[config.mk]
export PLATFORM = sky130hd
export DESIGN_NAME = pc_next_unit
export DESIGN_NICKNAME = d
export VERILOG_FILES = /design/src/rtl/pc_pkg.sv /design/src/rtl/pc_target_mux.sv /design/src/rtl/pc_next_unit.sv
export SDC_FILE = /design/constraint.sdc
export NUM_CORES = 1
export LEC_CHECK = 0
export CORE_ASPECT_RATIO = 0.9
export CORE_MARGIN = 3
export CORE_UTILIZATION = 40
export DETAILED_ROUTE_END_ITERATION = 12
export GPL_ROUTABILITY_DRIVEN = 0
export PLACE_DENSITY_LB_ADDON = 0.12
export RECOVER_POWER = 25
export SLEW_MARGIN = 25
export SYNTH_ARGS = -nofsm -noshare
export SYNTH_HDL_FRONTEND = slang
export SYNTH_SLANG_ARGS = --single-unit
[constraint.sdc]
create_clock -name clk -period 8.8 [get_ports clk]
set_input_delay 0.88 -clock clk [delete_from_list [all_inputs] [get_ports clk]]
set_output_delay 0.88 -clock clk [all_outputs]
set_load 0.02 [all_outputs]
[src/rtl/pc_pkg.sv]
`default_nettype none
// ---------------------------------------------------------------------------
// pc_pkg : shared types and constants for the fetch-stage PC unit
// Rev 1.0 : initial release
// ---------------------------------------------------------------------------
package pc_pkg;

  typedef enum logic [1:0] {
    RUN      = 2'd0,
    REDIRECT = 2'd1,
    HALTED   = 2'd2
  } pc_state_e;

  typedef enum logic [1:0] {
    SEL_SEQ = 2'd0,
    SEL_BR  = 2'd1,
    SEL_J   = 2'd2,
    SEL_JR  = 2'd3
  } pc_sel_e;

  localparam logic [31:0] PC_STEP          = 32'd4;
  localparam logic [31:0] DEFAULT_RESET_PC = 32'h0000_0000;

endpackage : pc_pkg
`default_nettype wire

[src/rtl/pc_target_mux.sv]
`default_nettype none
// ---------------------------------------------------------------------------
// pc_target_mux : next-PC target computation and priority select (jr > j > br)
// Rev 1.0 : initial release
// ---------------------------------------------------------------------------
module pc_target_mux
  import pc_pkg::*;
#(
  parameter int XLEN = 32
) (
  input  logic [XLEN-1:0] pc_plus4,
  input  logic            branch,
  input  logic            zero,
  input  logic            jump,
  input  logic            jr,
  input  logic [XLEN-1:0] branch_off_sl2,
  input  logic [25:0]     jump_idx,
  input  logic [XLEN-1:0] rs_val,
  output logic [XLEN-1:0] next_target,
  output logic            redirect
);

  logic            w_take_br;
  logic [XLEN-1:0] w_t_br;
  logic [XLEN-1:0] w_t_j;
  logic [XLEN-1:0] w_t_jr;
  pc_sel_e         w_sel;

  assign w_take_br = branch & zero;
  assign w_t_br    = pc_plus4 + branch_off_sl2;
  assign w_t_j     = {pc_plus4[XLEN-1:XLEN-4], jump_idx, 2'b00};
  // Low bits dropped: a misaligned target is either trapped upstream or forced to a word.
  assign w_t_jr    = rs_val & ~{{(XLEN-2){1'b0}}, 2'b11};

  always_comb begin
    w_sel = SEL_SEQ;
    if (jr)             w_sel = SEL_JR;
    else if (jump)      w_sel = SEL_J;
    else if (w_take_br) w_sel = SEL_BR;
  end

  always_comb begin
    next_target = pc_plus4;
    case (w_sel)
      SEL_BR:  next_target = w_t_br;
      SEL_J:   next_target = w_t_j;
      SEL_JR:  next_target = w_t_jr;
      default: next_target = pc_plus4;
    endcase
  end

  assign redirect = jr | jump | w_take_br;

endmodule : pc_target_mux
`default_nettype wire

[src/rtl/pc_next_unit.sv]
`default_nettype none
// ---------------------------------------------------------------------------
// pc_next_unit : PC register, redirect/halt FSM and wrong-path squash.
// Optional: PC_ALIGN_CHECK_EN traps misaligned JR targets into HALTED.
// Rev 1.0 : initial release
// ---------------------------------------------------------------------------
module pc_next_unit
  import pc_pkg::*;
#(
  parameter logic [31:0] RESET_PC = DEFAULT_RESET_PC,
  parameter int          XLEN     = 32
) (
  input  logic            clk,
  input  logic            rst_n,
  input  logic            en,
  input  logic            branch,
  input  logic            zero,
  input  logic            jump,
  input  logic            jr,
  input  logic            halt,
  input  logic [XLEN-1:0] branch_off_sl2,
  input  logic [25:0]     jump_idx,
  input  logic [XLEN-1:0] rs_val,
  output logic [XLEN-1:0] pc,
  output logic [XLEN-1:0] pc_plus4,
  output logic            flush,
  output logic            halted,
  output logic            misalign_err
);

  pc_state_e       r_state;
  logic [XLEN-1:0] r_pc;
  logic            r_flush;
  logic            r_halted;
  logic            r_misalign_err;
  logic [XLEN-1:0] w_pc_plus4;
  logic [XLEN-1:0] w_next_target;
  logic            w_redirect;
  logic            w_misalign;

  assign w_pc_plus4 = r_pc + PC_STEP[XLEN-1:0];

  pc_target_mux #(
    .XLEN(XLEN)
  ) u_target_mux (
    .pc_plus4       (w_pc_plus4),
    .branch         (branch),
    .zero           (zero),
    .jump           (jump),
    .jr             (jr),
    .branch_off_sl2 (branch_off_sl2),
    .jump_idx       (jump_idx),
    .rs_val         (rs_val),
    .next_target    (w_next_target),
    .redirect       (w_redirect)
  );

`ifdef PC_ALIGN_CHECK_EN
  assign w_misalign = jr & (rs_val[1:0] != 2'b00);
`else
  assign w_misalign = 1'b0;
`endif

  always_ff @(posedge clk or negedge rst_n) begin
    if (!rst_n) begin
      r_state        <= RUN;
      r_pc           <= RESET_PC[XLEN-1:0];
      r_flush        <= 1'b0;
      r_halted       <= 1'b0;
      r_misalign_err <= 1'b0;
    end else begin
      case (r_state)
        RUN: begin
          if (en) begin
            if (halt) begin
              r_state  <= HALTED;
              r_halted <= 1'b1;
            end else if (w_misalign) begin
              r_state        <= HALTED;
              r_halted       <= 1'b1;
              r_misalign_err <= 1'b1;
            end else if (w_redirect) begin
              r_pc    <= w_next_target;
              r_state <= REDIRECT;
              r_flush <= 1'b1;
            end else begin
              r_pc <= w_pc_plus4;
            end
          end
        end
        // Decode holds a wrong-path instruction here, so its control bits are ignored.
        REDIRECT: begin
          if (en) begin
            r_pc    <= w_pc_plus4;
            r_state <= RUN;
            r_flush <= 1'b0;
          end
        end
        HALTED: begin
          r_flush  <= 1'b0;
          r_halted <= 1'b1;
        end
        default: begin
          r_state <= HALTED;
          r_flush <= 1'b0;
          r_halted <= 1'b1;
        end
      endcase
    end
  end

  assign pc           = r_pc;
  assign pc_plus4     = w_pc_plus4;
  assign flush        = r_flush;
  assign halted       = r_halted;
  assign misalign_err = r_misalign_err;

endmodule : pc_next_unit
`default_nettype wire

# After elaboration in Yosys (flattened, before gate mapping)
# Cells that the tools add are included.
[totals]
output_inout_bits = 67
reg_bits = 36
inputBits = 98
[classes]
bitwise = 5
add_sub_neg = 2
eq_ne = 11
mux = 22
n_reduce_logical = 6
[ops]
columns = ["cell", "n"]
rows = [
  ["two-way mux 32 bit", 4],
  ["case mux 32 bit (3 select lines)", 1],
  ["case mux 32 bit (2 select lines)", 1],
  ["adder 32 x 3 -> 32 bit (second input constant)", 1],
  ["adder 32 bit", 1],
  ["two-way mux 2 bit", 6],
  ["AND reduction 4 bit", 3],
  ["!= test 2 bit (second input constant)", 4],
  ["two-way mux 1 bit", 7],
  ["equality test 2 bit (second input constant)", 3],
  ["case mux 2 bit (3 select lines)", 1],
  ["equality test 2 x 1 -> 1 bit (second input constant)", 2],
  ["case mux 1 bit (2 select lines)", 2],
  ["!= test 3 x 2 -> 1 bit (second input constant)", 1],
  ["AND reduction 3 bit", 1],
  ["zero test 2 bit", 1],
  ["!= test 2 x 1 -> 1 bit (second input constant)", 1],
  ["NOT 1 bit", 2],
  ["bitwise OR 1 bit", 2],
  ["nonzero test 2 bit", 1],
  ["AND 1 bit", 1],
]

# Logic depth before layout (Yosys ltp)
[depth]
ltp_word = 10
depth_mapped = 16
depth_no_buf = 15

# Hierarchy
# Synthesis repeated with hierarchy kept, for this count alone.
[unflattened]
hier_cells = 623
area_unflattened_um2 = 4745.8
[by_module_without_submodules]
columns = ["mod", "area_per_inst_um2", "cells_per_inst", "instances"]
rows = [
  ["pc_next_unit", 2469.9, 288, 1],
  ["pc_target_mux", 2275.9, 335, 1],
]

# Worst setup path after synthesis
# No wires, ideal clock.
[synth_path]
path_type = "reg-to-reg"
start = "register r_pc[8] (netlist: pc[8])"
end = "register r_pc[30] (netlist: pc[30])"
stages_incl_launch_ff = 17
path_buffers = 2
t_arrival_ps = 3914
slack_ps = 4808
setup_ps = 77
path_cell_list = "dfrtp_1 > buf_2 > nand4_2 > nor4_4 > and2_1 > nand2_1 > xnor2_1 > ha_1 > clkbuf_1 > and4_1 > a211oi_1 > a21oi_1 > a221o_1 > o211a_1 > o21ai_0 > nand3b_1 > a21oi_1"
[synth_via]
elab_chain_len = 7
word_cells_on_any_way = 8
classes_between = "add/sub: 2; mux: 6"
[synth_lines]
columns = ["element", "line_no", "source"]
rows = [
  ["start: declaration", "pc_next_unit.sv:32", "logic [XLEN-1:0] r_pc;"],
  ["start signal: assignment", "pc_next_unit.sv:67", "r_pc <= RESET_PC[XLEN-1:0];"],
  ["start signal: assignment", "pc_next_unit.sv:83", "r_pc <= w_next_target;"],
  ["start signal: assignment", "pc_next_unit.sv:87", "r_pc <= w_pc_plus4;"],
  ["adder 32 x 3 -> 32 bit", "pc_next_unit.sv:41", "assign w_pc_plus4 = r_pc + PC_STEP[XLEN-1:0];"],
  ["via pc_plus4[17]", "pc_next_unit.sv:25", "output logic [XLEN-1:0] pc_plus4,"],
  ["adder 32 bit", "pc_target_mux.sv:30", "assign w_t_br = pc_plus4 + branch_off_sl2;"],
  ["case mux 32 bit (3 select lines)", "pc_target_mux.sv:44", "case (w_sel)"],
  ["two-way mux 32 bit", "pc_next_unit.sv:82", "end else if (w_redirect) begin"],
  ["two-way mux 32 bit", "pc_next_unit.sv:75", "if (halt) begin"],
  ["two-way mux 32 bit", "pc_next_unit.sv:74", "if (en) begin"],
  ["case mux 32 bit (2 select lines)", "pc_next_unit.sv:72", "case (r_state)"],
]
# The timed path passes the listed nets, and every way through them passes these cells. The select of a mux whose other input is x is not followed.
# A chain may end at the register's enable or synchronous reset.

# Worst setup path after layout
[layout_path]
start = "input branch_off_sl2[0]"
end = "register r_pc[26] (netlist: pc[26])"
[layout_via]
elab_chain_len = 6
[layout_lines]
columns = ["element", "line_no", "source"]
rows = [
  ["start: declaration", "pc_next_unit.sv:21", "input logic [XLEN-1:0] branch_off_sl2,"],
  ["adder 32 bit", "pc_target_mux.sv:30", ""],
  ["case mux 32 bit (3 select lines)", "pc_target_mux.sv:44", ""],
  ["two-way mux 32 bit", "pc_next_unit.sv:82", ""],
  ["two-way mux 32 bit", "pc_next_unit.sv:75", ""],
  ["two-way mux 32 bit", "pc_next_unit.sv:74", ""],
  ["case mux 32 bit (2 select lines)", "pc_next_unit.sv:72", ""],
  ["end signal: assignment", "pc_next_unit.sv:83", ""],
  ["end signal: assignment", "pc_next_unit.sv:87", ""],
  ["end signal: assignment", "pc_next_unit.sv:94", "r_pc <= w_pc_plus4;"],
]
# Every way passes these cells. The select of a mux whose other input is x is not followed.

==> results by group <==
Global route
  – M3 GR Usage: ~6%
  – GRT Overall Usage: 26.6%
  – Antenna violations before repair: 1
  – Largest net degree at the start of global routing: 43
  – Aggregate global routing overflow: 0
  – GR met2 Demand/Resource: around two fifths
  – Number of global-route vias before repair: roughly 5200
  – First-pass GRT wire length: roughly 28 mm
  – Met1 Use GR: 38.0%
  – Grt peak-use layer: met2

Synth
  – Mux contribution to synthesized area: between 1 and 1.5%
  – Ranking of synthesized cells by area: dfrtp_1, ha_1, xnor2_1, nand2_1, a21oi_1
  – Syn nets: around 740
  – Post-Synth XOR/XNOR Area: under 10%
  – Post-synth EDFFs: 0
  – Post-synth top cells: nand2_1, a21oi_1, nor2_1
  – Syn Inst Count: 604
  – Largest family of logic cells by synthesized area: compound AO/OA/AOI/OAI gates
  – Cell Area, Synth: ~4600 sq um
  – Unique masters post-synth: 67
  – Sequential fraction of the synthesis area: between 15 and 20%
  – Yosys top cell by area: dfrtp_1
  – Async SR Flop Fraction: 100%
  – Post-synth top area share: 19.4%
  – Ys Warns: 0
  – Top FF cell, synth: dfrtp_1
  – Avg Cell Area, Syn: roughly 7.7 sq um
  – Yosys reg bits: 36
  – Most frequent cell after synthesis: nand2_1
  – Area share of fa/ha/maj cells after synthesis: around a tenth
  – Compound-Gate Fraction of Synth Area: 31.3%
  – Post-Synth Simple-Gate Area: 23.7%

Final layout
  – Share of cells above drive strength 1: ~3.8%
  – Final core occ: between 50% and 60%
  – # diodes: 0
  – Area delta synth->final: 39.5%
  – Fillers: 1066
  – Layout net count: 870

Drt
  – Routed Antenna Nets: 0
  – WL final: about 18 mm
  – First-pass DRT Iterations: 6
  – Drc violations: 0
  – Starting DRT DRC Count: about 470
  – Vias per cell: between 6 and 7
  – Routed wire per std cell: 19.8 um
  – Via count: between 5000 and 6000

Power
  – Pwr dens: between 200 and 250 nW/um^2
  – Pleak: between 2 and 3 nW
  – Worst vdd ir: 0.108 mV

Timing
  – Final period utilization: between 40% and 50%
  – Final hold violations: 0
  – Pin slew with the least headroom to its limit: around 1.8 ns
  – Sum Neg Setup Slack: 0 ns
  – Fmax: around 240 MHz
  – Final Critical Period: 4.25 ns
  – Final setup viols: 0
  – Slew margin rel.: -16.8%
  – Fin. max-slew vios: 28
  – Clock skew: between 0.005 and 0.006 ns
  – RSZ-0062 raised after global routing: false

Place
  – Number of port buffers: ~160
  – Post-DP HPWL: between 10 and 15 mm

Clock tree
  – Post-CTS sizing: 0
  – Post-CTS Hold Fix Bufs: 0
  – Root buffer cell: clkbuf_16
  – Reg clk slew, reported paths: about 0.06 ns
  – Clk buf depth: 2
  – CTS tree: done
  – H-tree levels: 2
  – TritonCTS Buffers: 5
  – Clk sink count: 36
  – Clock Latency Late Sink: just under 0.3 ns
  – Post-CTS Setup Inserts: 0

Floorplanning
  – Die Span Y: between 100 and 150 um
  – Die area: approximately 13000 sq um
  – Cell row count: 36
  – Initial Util: a little over two fifths
  – IO Pins: around 170
  – Placeable Area: between 10000 and 15000 sq um
  – Die X: about 120 um

Run status
  – Failing checks: capacitance limit, slew limit
  – Status: finished, violations left

Worst setup path
  – Critical Path RT: ~9 ns
  – R2R Setup Slk: between 4 and 5 ns
  – Crit path launch type: primary input
  – Crit path DAT: ~4.5 ns
  – Setup CP Type: in2reg
  – Worst Setup End Kind: register
  – Max Fanout on Critical Path: 4

Job
  – Max_cap viols: 1

Hold path
  – Hold Crit Class: reg2reg
report_power, final:
part	switching (mW)	leakage [nW]	internal [mW]
registers	0.0857	0.426	0.208
clock network	0.0808	0.0798	0.133
logic	0.541	2.00	0.442
total	0.707	2.51	0.784
layout by cell type (no fill, tap or decap), types with 11 or more instances in the layout:
cell	n
a21o_1	17
a21oi_1	44
a221oi_1	12
clkdlybuf4s50_1	160
dfrtp_1	36
ha_1	36
inv_1	13
nand2_1	65
nand3_1	20
nand4_1	15
nor2_1	38
o21ai_0	31
o21ai_1	17
xnor2_1	38
xor2_1	11
flip-flops by register name, summed over array words and instances (netlist names):
register / flops
flush: 1
halted: 1
r_state: 2
pc: 32
through the flow:
stage	hold slack [ns]	std cells	area, sq um	worst slack, ns	total power [mW]
CTS	0.474	887	6460	4.58	1.48
floorplan	0.480	604	4630	4.81	0.893
global placement	0.466	879	6290	4.37	1.24
finish	0.476	888	6460	4.55	1.49
detailed placement	0.459	879	6290	4.33	1.26
global route	0.515	888	6460	4.22	1.59
cell type report:
| type | instances | area [sq um] | area share [%] |
|---|---|---|---|
| Sequential cell | 36 | 901 | 13.9 |
| Multi-Input combinational cell | 512 | 3510 | 54.3 |
| Tap cell | 152 | 190 | 2.94 |
| Inverter | 13 | 48.8 | 0.755 |
| Timing Repair Buffer | 167 | 1650 | 25.5 |
| Clock inverter | 3 | 42.5 | 0.658 |
| Clock buffer | 5 | 125 | 1.94 |
per-layer routing:
layer / routed length, um / vias up
met2: 7830 / 268
met3: 1600 / 17
li1: - / 2563
met4: 156 / 0
met1: 7970 / 2577
met5: 0 / -
critical path, cell delays in order:
cell and delay [ns]:
clkdlybuf4s50_1 0.46, ha_1 0.19, inv_1 0.07, fa_1 0.40, nand2b_1 0.22, a2111oi_2 0.57, nor4bb_1 0.23, nor4_1 0.64
o21a_1 0.22, nor2_1 0.05, or4b_1 0.46, nand3_1 0.09
final timing paths:
path                          end  cells past startpoint         startpoint
max in group asynchronous  pc[14]                      2              rst_n
min in group asynchronous  pc[30]                      1              rst_n
setup / recovery           pc[26]                     12  branch_off_sl2[0]
hold / removal             halted                      1             halted
setup reg to reg           pc[26]                     14              pc[2]
hold reg to reg            halted                      1             halted
cells by family after synthesis:
group / count (synthesis)
compound gates: 214
simple gates: 206
buf+inv: 56
xor+xnor: 49
fa+ha+maj: 37
flops: 36
mux: 5
other cells: 1
(Power assumes the default switching activity.)
